`src/rtl/bridge_pkg.sv`:
```
// Shared definitions for the SRAM-to-AXI bridge read path: default AXI IDs,
// SRAM-side size encodings, arbiter FSM states and the requester enumeration.
package bridge_pkg;

  localparam int unsigned      ID_W        = 4;
  localparam logic [ID_W-1:0]  INST_ID_DEF = 4'd0;
  localparam logic [ID_W-1:0]  DATA_ID_DEF = 4'd1;

  // SRAM-side transfer size encodings
  localparam logic [1:0] SIZE_B = 2'd0;
  localparam logic [1:0] SIZE_H = 2'd1;
  localparam logic [1:0] SIZE_W = 2'd2;

  // Only one AR may be in flight on the bus at a time
  typedef enum logic {
    ST_IDLE    = 1'b0,
    ST_AR_BUSY = 1'b1
  } ar_state_e;

  // Requester identity, used for the round-robin history
  typedef enum logic {
    PORT_INST = 1'b0,
    PORT_DATA = 1'b1
  } port_e;

  // Map the SRAM size code onto the AXI arsize field (bytes = 2**arsize)
  function automatic logic [2:0] axi_size(input logic [1:0] size);
    logic [2:0] res;
    case (size)
      SIZE_B:  res = 3'd0;
      SIZE_H:  res = 3'd1;
      SIZE_W:  res = 3'd2;
      default: res = {1'b0, size};
    endcase
    return res;
  endfunction

endpackage

```
`src/rtl/rd_outstanding_cnt.sv`:
```
// Outstanding-read counter for one AXI ID. Counts accepted-but-unreturned
// reads, flags when the limit is reached and saturates at both ends so a
// stray return (protocol error) can never wrap the count.
module rd_outstanding_cnt #(
  parameter int unsigned MAX   = 4,
  parameter int unsigned CNT_W = $clog2(MAX + 1)
) (
  input  logic             clk,
  input  logic             resetn,
  input  logic             inc,
  input  logic             dec,
  output logic             full,
  output logic [CNT_W-1:0] count
);

  localparam logic [CNT_W-1:0] MAX_CNT = CNT_W'(MAX);

  logic [CNT_W-1:0] count_q, count_d;

  // Next count: simultaneous inc and dec cancel; saturate at 0 and at MAX
  always_comb begin
    count_d = count_q;
    if (inc && !dec) begin
      if (count_q < MAX_CNT) count_d = count_q + 1'b1;
    end else if (dec && !inc) begin
      if (count_q != '0) count_d = count_q - 1'b1;
    end
  end

  // Counter register
  always_ff @(posedge clk or negedge resetn) begin
    if (!resetn) count_q <= '0;
    else         count_q <= count_d;
  end

  assign full  = (count_q >= MAX_CNT);
  assign count = count_q;

endmodule

```
`src/rtl/axi_rd_arbiter.sv`:
```
// Read-channel arbiter: shares one AXI AR/R channel between the inst and data
// SRAM-like read ports. Grants round-robin from IDLE, holds the AR beat until
// accepted, tracks outstanding reads per ID and steers R beats back by rid.
module axi_rd_arbiter
  import bridge_pkg::*;
#(
  parameter int unsigned     MAX_OUTSTANDING = 4,
  parameter logic [ID_W-1:0] INST_ID         = INST_ID_DEF,
  parameter logic [ID_W-1:0] DATA_ID         = DATA_ID_DEF
) (
  input  logic        clk,
  input  logic        resetn,
  // inst read port
  input  logic        inst_req,
  input  logic [31:0] inst_addr,
  input  logic [1:0]  inst_size,
  output logic        inst_addr_ok,
  output logic        inst_data_ok,
  output logic [31:0] inst_rdata,
  // data read port
  input  logic        data_req,
  input  logic [31:0] data_addr,
  input  logic [1:0]  data_size,
  input  logic        data_rd_hold,
  output logic        data_addr_ok,
  output logic        data_data_ok,
  output logic [31:0] data_rdata,
  // AXI AR channel
  output logic [3:0]  arid,
  output logic [31:0] araddr,
  output logic [2:0]  arsize,
  output logic        arvalid,
  input  logic        arready,
  // AXI R channel
  input  logic [3:0]  rid,
  input  logic [31:0] rdata,
  input  logic        rlast,
  input  logic        rvalid,
  output logic        rready
);

  localparam int unsigned      CNT_W   = $clog2(MAX_OUTSTANDING + 1);
  localparam logic [CNT_W-1:0] MAX_CNT = CNT_W'(MAX_OUTSTANDING);

  ar_state_e       state_q, state_d;
  port_e           last_grant_q, last_grant_d;
  logic [ID_W-1:0] arid_q, arid_d;
  logic [31:0]     araddr_q, araddr_d;
  logic [2:0]      arsize_q, arsize_d;

  logic             inst_elig, data_elig;
  logic             grant_inst, grant_data, grant_any;
  logic             inst_ret, data_ret;
  logic             inst_full, data_full;
  logic [CNT_W-1:0] inst_cnt, data_cnt;

  // A return is a completed single-beat read; unknown IDs are dropped
  assign inst_ret = rvalid && rlast && (rid == INST_ID);
  assign data_ret = rvalid && rlast && (rid == DATA_ID);

  // A full counter or a pending write-side hazard blocks new grants only
  assign inst_elig = inst_req && !inst_full;
  assign data_elig = data_req && !data_rd_hold && !data_full;

  // Round-robin pick among eligible requesters; only an idle channel grants
  always_comb begin
    grant_inst = 1'b0;
    grant_data = 1'b0;
    if (resetn && (state_q == ST_IDLE)) begin
      if (inst_elig && data_elig) begin
        grant_inst = (last_grant_q == PORT_DATA);
        grant_data = (last_grant_q == PORT_INST);
      end else begin
        grant_inst = inst_elig;
        grant_data = data_elig;
      end
    end
  end

  assign grant_any = grant_inst || grant_data;

  // FSM state, round-robin history and AR payload registers
  always_ff @(posedge clk or negedge resetn) begin
    if (!resetn) begin
      state_q      <= ST_IDLE;
      last_grant_q <= PORT_DATA;
      arid_q       <= '0;
      araddr_q     <= '0;
      arsize_q     <= '0;
    end else begin
      state_q      <= state_d;
      last_grant_q <= last_grant_d;
      arid_q       <= arid_d;
      araddr_q     <= araddr_d;
      arsize_q     <= arsize_d;
    end
  end

  // Next state: leave IDLE on a grant, come back once the slave takes the AR
  always_comb begin
    state_d = state_q;
    case (state_q)
      ST_IDLE:    if (grant_any) state_d = ST_AR_BUSY;
      ST_AR_BUSY: if (arready)   state_d = ST_IDLE;
      default:    state_d = ST_IDLE;
    endcase
  end

  // Outputs: addr_ok pulses in the grant cycle, AR payload is captured then
  // and stays frozen through AR_BUSY until arready
  always_comb begin
    inst_addr_ok = grant_inst;
    data_addr_ok = grant_data;
    arvalid      = (state_q == ST_AR_BUSY);
    last_grant_d = last_grant_q;
    arid_d       = arid_q;
    araddr_d     = araddr_q;
    arsize_d     = arsize_q;
    if (grant_inst) begin
      last_grant_d = PORT_INST;
      arid_d       = INST_ID;
      araddr_d     = inst_addr;
      arsize_d     = axi_size(inst_size);
    end else if (grant_data) begin
      last_grant_d = PORT_DATA;
      arid_d       = DATA_ID;
      araddr_d     = data_addr;
      arsize_d     = axi_size(data_size);
    end
  end

  assign arid   = arid_q;
  assign araddr = araddr_q;
  assign arsize = arsize_q;

  // Both requesters always accept read data, so R is never back-pressured
  assign rready       = 1'b1;
  assign inst_data_ok = resetn && inst_ret;
  assign data_data_ok = resetn && data_ret;
  assign inst_rdata   = rdata;
  assign data_rdata   = rdata;

  rd_outstanding_cnt #(
    .MAX   (MAX_OUTSTANDING),
    .CNT_W (CNT_W)
  ) u_inst_cnt (
    .clk    (clk),
    .resetn (resetn),
    .inc    (grant_inst),
    .dec    (inst_ret),
    .full   (inst_full),
    .count  (inst_cnt)
  );

  rd_outstanding_cnt #(
    .MAX   (MAX_OUTSTANDING),
    .CNT_W (CNT_W)
  ) u_data_cnt (
    .clk    (clk),
    .resetn (resetn),
    .inc    (grant_data),
    .dec    (data_ret),
    .full   (data_full),
    .count  (data_cnt)
  );

  // The grant logic must never push a requester past its outstanding limit
  a_inst_cnt_max: assert property (@(posedge clk) disable iff (!resetn) inst_cnt <= MAX_CNT);
  a_data_cnt_max: assert property (@(posedge clk) disable iff (!resetn) data_cnt <= MAX_CNT);

endmodule

```
`config.mk`:
```
export PLATFORM = sky130hd
export DESIGN_NAME = axi_rd_arbiter
export DESIGN_NICKNAME = d
export VERILOG_FILES = /design/src/rtl/bridge_pkg.sv /design/src/rtl/rd_outstanding_cnt.sv /design/src/rtl/axi_rd_arbiter.sv
export SDC_FILE = /design/constraint.sdc
export NUM_CORES = 1
export LEC_CHECK = 0
export CAP_MARGIN = 15
export CORE_MARGIN = 1.5
export CORE_UTILIZATION = 35
export DETAILED_ROUTE_END_ITERATION = 10
export GPL_ROUTABILITY_DRIVEN = 0
export PLACE_DENSITY_LB_ADDON = 0.25
export SETUP_SLACK_MARGIN = 0.05
export SYNTH_ARGS = -nofsm -noshare
export SYNTH_HDL_FRONTEND = slang
export SYNTH_SLANG_ARGS = --single-unit
export TNS_END_PERCENT = 5
```
`constraint.sdc`:
```
create_clock -name clk -period 4.9 [get_ports clk]
set_clock_uncertainty 0.2 [all_clocks]
set_input_delay 0.735 -clock clk [delete_from_list [all_inputs] [get_ports clk]]
set_output_delay 0.735 -clock clk [all_outputs]
set_load 0.02 [all_outputs]
```
==> Word-level counts from Yosys, hierarchy flattened <==
Cells that the tools add are included.
{ "word_totals": {"ram_bits": 0, "in_bits": 112, "mem_count": 0, "rom_bits": 0, "reg_bits": 47, "latchBits": 0, "word_cells": 83} }
{ "classes": {"shift": 0, "n_mul": 0, "div": 0, "n_eq_ne": 7, "n_reduce_logical": 34, "n_lt_le_gt_ge": 4, "n_addsub": 4, "bitwise": 2, "n_mux": 25} }
{ "ops": {"columns": ["op", "n"], "rows": [
  ["32-bit 2-to-1 mux", 2],
  ["3-bit 2-to-1 mux", 10],
  ["1-bit logical AND", 14],
  ["2-bit one-hot mux with 3 select lines", 2],
  ["2-bit nonzero test", 5],
  ["1-bit 2-to-1 mux", 8],
  ["4-bit 2-to-1 mux", 2],
  ["1-bit zero test", 7],
  ["3-bit by 1-bit adder with 3-bit output, second input constant", 2],
  ["3-bit >= comparator, second input constant", 2],
  ["3-bit < comparator, second input constant", 2],
  ["3-bit AND reduction", 2],
  ["3-bit nonzero test", 2],
  ["3-bit by 1-bit subtractor with 3-bit output, second input constant", 2],
  ["2-bit by 1-bit == test with 1-bit output, second input constant", 2],
  ["2-bit == test, second input constant", 2],
  ["4-bit by 1-bit == test with 1-bit output, second input constant", 1],
  ["2-bit zero test", 2],
  ["4-bit zero test", 1],
  ["2-bit inequality test, second input constant", 2],
  ["1-bit NOT", 2],
  ["1-bit one-hot mux with 2 select lines", 1],
  ["1-bit logical OR", 1]
]} }

==> Logic depth before layout (Yosys ltp) <==
{ "depth": {"word_depth": 10, "ltp_mapped": 10} }

==> Hierarchy <==
A second synthesis with hierarchy kept.
{ "hier_totals": {"hier_cells": 256, "hier_area_um2": 2682.6} }
{ "modules_own_cells": {"columns": ["module", "area_per_inst_um2", "instances", "seq_area_each_um2", "cells_each"], "rows": [
  ["axi_rd_arbiter", 2232.1, 1, 927.1, 212],
  ["rd_outstanding_cnt", 225.2, 2, 75.1, 22]
]} }

==> Worst setup path after synthesis <==
No wires, ideal clock.
{ "synth_path": {"path_type": "input-to-reg", "from": "input port data_rd_hold", "to": "register u_data_cnt.count_q[1] (netlist: u_data_cnt.count[1])", "setup_slack_ps": 1925, "path_stages": 9, "arrival_time_ps": 2653, "setup_ps": 123, "required_ps": 4577, "cell_sequence": "or3b_2 nor3_4 buf_2 nand2_1 xor2_1 ha_1 o21ba_2 o21ai_0 o221a_2"} }
{ "synth_between": {"word_cells_on_any_way": 14, "cone_classes": "eq/ne (1); mux (3); reduce/logical (10)"} }
{ "synth_rtl": {"columns": ["element", "line_no", "rtl"], "rows": [
  ["from (decl)", "axi_rd_arbiter.sv:24", "input logic data_rd_hold,"],
  ["1-bit zero test *", "axi_rd_arbiter.sv:63", "assign data_elig = data_req && !data_rd_hold && !data_full;"],
  ["1-bit logical AND * (2 in series)", "axi_rd_arbiter.sv:63", null],
  ["1-bit logical AND", "axi_rd_arbiter.sv:70", "if (inst_elig && data_elig) begin"],
  ["1-bit 2-to-1 mux *", "axi_rd_arbiter.sv:70", null],
  ["1-bit 2-to-1 mux *", "axi_rd_arbiter.sv:69", "if (resetn && (state_q == ST_IDLE)) begin"],
  ["named net data_addr_ok", "axi_rd_arbiter.sv:25", "output logic data_addr_ok,"],
  ["1-bit logical AND *", "rd_outstanding_cnt.sv:23", "if (inc && !dec) begin"],
  ["3-bit 2-to-1 mux *", "rd_outstanding_cnt.sv:23", null],
  ["named net u_data_cnt.count_d[1]", "rd_outstanding_cnt.sv:18", "logic [CNT_W-1:0] count_q, count_d;"],
  ["to (signal assigned)", "rd_outstanding_cnt.sv:33", "else count_q <= count_d;"],
  ["to (decl)", "rd_outstanding_cnt.sv:18", null]
]} }
Mark *: on every way through the listed nets, which the timed path passes. The rest lies on a longest branch.
A chain may end at the register's enable or synchronous reset.

==> Final worst setup path <==
{ "layout_path": {"from": "input port inst_req", "to": "output port inst_addr_ok"} }
{ "layout_between": {"elab_chain_cells": 4} }
{ "layout_lines": {"columns": ["element", "line_no", "rtl"], "rows": [
  ["from (decl)", "axi_rd_arbiter.sv:14", "input logic inst_req,"],
  ["1-bit logical AND *", "axi_rd_arbiter.sv:62", "assign inst_elig = inst_req && !inst_full;"],
  ["1-bit logical AND", "axi_rd_arbiter.sv:70", null],
  ["1-bit 2-to-1 mux *", "axi_rd_arbiter.sv:70", null],
  ["1-bit 2-to-1 mux *", "axi_rd_arbiter.sv:69", null],
  ["to (decl)", "axi_rd_arbiter.sv:17", "output logic inst_addr_ok,"]
]} }
Mark *: on every way between the ends. The rest lies on a longest branch, timed or not.

==> key figures <==
STA
  – Slew margin rel.: 58.9%
  – Hold Vio Cnt, Final: 0
  – Slew Limit Fails: 0
  – Fin crit period: 3.83 ns
  – Finish-stage setup viols: 0
  – Slew @ Worst Pin: 0.610 ns
  – Setup TNS: 0 ns
  – RSZ-0062 raised after global routing: no
  – Fmax: 0.261 GHz
  – Crit share post-route: 78.2%

Power and ir drop
  – LEAKAGE: 0.00157 uW
  – Pwr Density: 474 mW/mm^2
  – Peak VDD IR: 0.224 mV

Clock network
  – CTS tree: done
  – Post-CTS sizing: 0
  – Root buffer cell: clkbuf_8
  – Reg clk slew, reported paths: 0.08 ns
  – CTS hold repair buffers: 0
  – CTS Buf Count: 5
  – Sinks on Clock Net: 43
  – Skew-Pair Late Insertion Delay: 0.29 ns
  – # Post-CTS Setup Buffers: 0
  – CTS max path bufs: 2
  – Htree depth: 2

Logic synthesis
  – Cell taking the most area after synthesis: dfrtp_1
  – Distinct cell type count after synthesis: 41
  – Seq/Total Area, Yosys: 41.3%
  – EDFF count, synth: 0
  – Most frequent cell after synthesis: buf_4
  – Synth warn: 0
  – Dominant synthesized flop cell: dfrtp_1
  – Synth top area cells: dfrtp_1, buf_4, a222oi_1, inv_1, buf_6
  – Cell Area, Synth: 0.00261 mm^2
  – Syn_area_per_cell: 10.1 um^2
  – Async S/R FF share, synth: 100%
  – Most frequent cells after synthesis: buf_4, dfrtp_1, inv_1
  – Mapped Cells: 258
  – #FFs+latches synth: 43
  – Synth top area share: 40.3%

Detailed routing
  – DRT Wirelength: 6.61 mm
  – Antenna Nets Post-Route: 0
  – DR DRC count: 0
  – Mean routed wirelength per cell: 16.2 um
  – Vias: 2034
  – Drt via density: 5.00
  – Total iterations of the first detailed-routing run: 6
  – DRT iter0 DRCs: 182

Setup path
  – Reg2Reg Setup Slack: 2.03 ns
  – Reg2reg end: u_data_cnt.count[1]
  – Crit. End Element: output port
  – Worst r2r src: u_data_cnt.count[2]
  – Critical Path Sink: inst_addr_ok
  – Crit path launch: inst_req
  – Startpoint Class: input pin
  – Required time worst endpoint: 3.96 ns
  – Worst Path Arrival: 2.90 ns
  – Reg2Reg Depth: 9
  – Peak fanout along the critical path: 45
  – Crit path kind: input pin to output port

Floorplan
  – Starting Density: 36.2%
  – Core area: 0.00721 mm^2
  – Die footprint: 0.00798 mm^2
  – Die X: 89.4 um
  – I/O pin count: 221
  – Height of the die: 89.4 um
  – Cell Rows: 31

Flow run
  – Maxcap violations: 0

Global route
  – Global route overflow: 0
  – Tot GR Track Use: 15.8%
  – Pin count of the biggest net entering global routing: 47
  – First-pass GRT wire length: 9.49 mm
  – Vias in the first global route: 1930
  – Antenna violations before repair: 0

Worst hold path
  – Hold/Removal Path Class: flop to flop
  – Hold path depth: 2

Final layout
  – Fraction of layout cells with a size suffix above 1: 6.49%
  – Synthesis-to-finish area growth: 31.5%
  – Design area: 0.00343 mm^2
  – Post-layout util: 47.6%
  – Multi-input gate area: 781 um^2
  – Final #Nets: 421
  – Filler cells: 669
  – Reg area: 0.00108 mm^2
  – Antenna diodes: 0

Placed design
  – Post-DP HPWL: 4.70 mm
  – DP Area: 0.00334 mm^2
  – Port bufs: 119

Run status
  – Status: finished clean
[how the worst min path moves through the flow]
stage                            start      endpoint  slack [ns]
after floorplan                 resetn     araddr[0]        0.24
final                     last_grant_q  last_grant_q        0.28
after CTS                 last_grant_q  last_grant_q        0.28
after detailed placement  last_grant_q  last_grant_q        0.27
after global placement    last_grant_q  last_grant_q        0.26
after global routing      last_grant_q  last_grant_q        0.32
[per-layer routing]
metal  track usage [%]  routed length (um)
met1              19.8                2690
met4              5.31                  79
met2              25.4                3250
met5                 0                   0
met3              5.36                 594
[state kept, by name, indices dropped and copies added (netlist names)]
signal,count
arsize,2
araddr,32
arvalid,1
u_data_cnt.count,3
arid,1
last_grant_q,1
u_inst_cnt.count,3
[kinds of logic (layout without fill, tap and decap cells)]
logic type | count (synthesis) | after routing | synth area share (%)
adders and majority gates | 2 | 2 | 0.959
xor gates and xnor gates | 4 | 4 | 1.34
DFF | 43 | 43 | 41.3
other | 2 | 5 | 0.288
buffers and inverters | 122 | 169 | 29.2
AOI/OAI and AO/OA | 52 | 52 | 17.6
and+or+nand+nor | 29 | 29 | 7.72
muxes | 4 | 4 | 1.53
[power by group]
group | leakage (uW) | switching, uW | internal [uW] | total [uW]
combinational | 0.000997 | 359 | 407 | 766
clock | 0.0000484 | 123 | 116 | 239
sequential | 0.000524 | 111 | 513 | 623
[metrics by stage]
stage	hold WS, ns	cells	total power [uW]	worst slack [ns]
6_report	0.278	407	1630	1.07
3_3_place_gp	0.259	399	1390	1.13
5_1_grt	0.316	407	1730	0.953
3_5_place_dp	0.266	399	1390	1.08
4_1_cts	0.279	407	1650	1.08
2_1_floorplan	0.239	261	1070	1.92
[cell usage in the layout, fill, tap and decap left out, types with 2 or more instances in the layout]
master             n
nor2_1             3
dfrtp_1           42
nor3_1             2
clkdlybuf4s50_1  118
nor4bb_1           2
and2_1             2
mux2i_1            4
nand2b_1           2
ha_1               2
a21oi_1            6
o21ai_0            5
a222oi_1          34
nand2_1            3
o211ai_1           2
or3_1              2
xor2_1             2
clkbuf_8           6
xnor2_1            2
inv_1             39
buf_4              3
conb_1             5
[cell type report]
| class | count | area share (%) |
|---|---|---|
| repair buffers | 122 | 35.2 |
| flip-flops and latches | 43 | 31.4 |
| multi-input cells | 96 | 22.7 |
| inverters | 39 | 4.27 |
| well taps | 99 | 3.61 |
| clock buffers | 7 | 2.52 |
| clock inverters | 1 | 0.255 |
[worst max-delay path: stages]
cell	delay, ns
clkdlybuf4s50_1	0.48
nor4bb_1	0.40
and2_4	0.57
clkdlybuf4s50_1	0.70
Note: power is estimated with default switching activity, not from simulation.
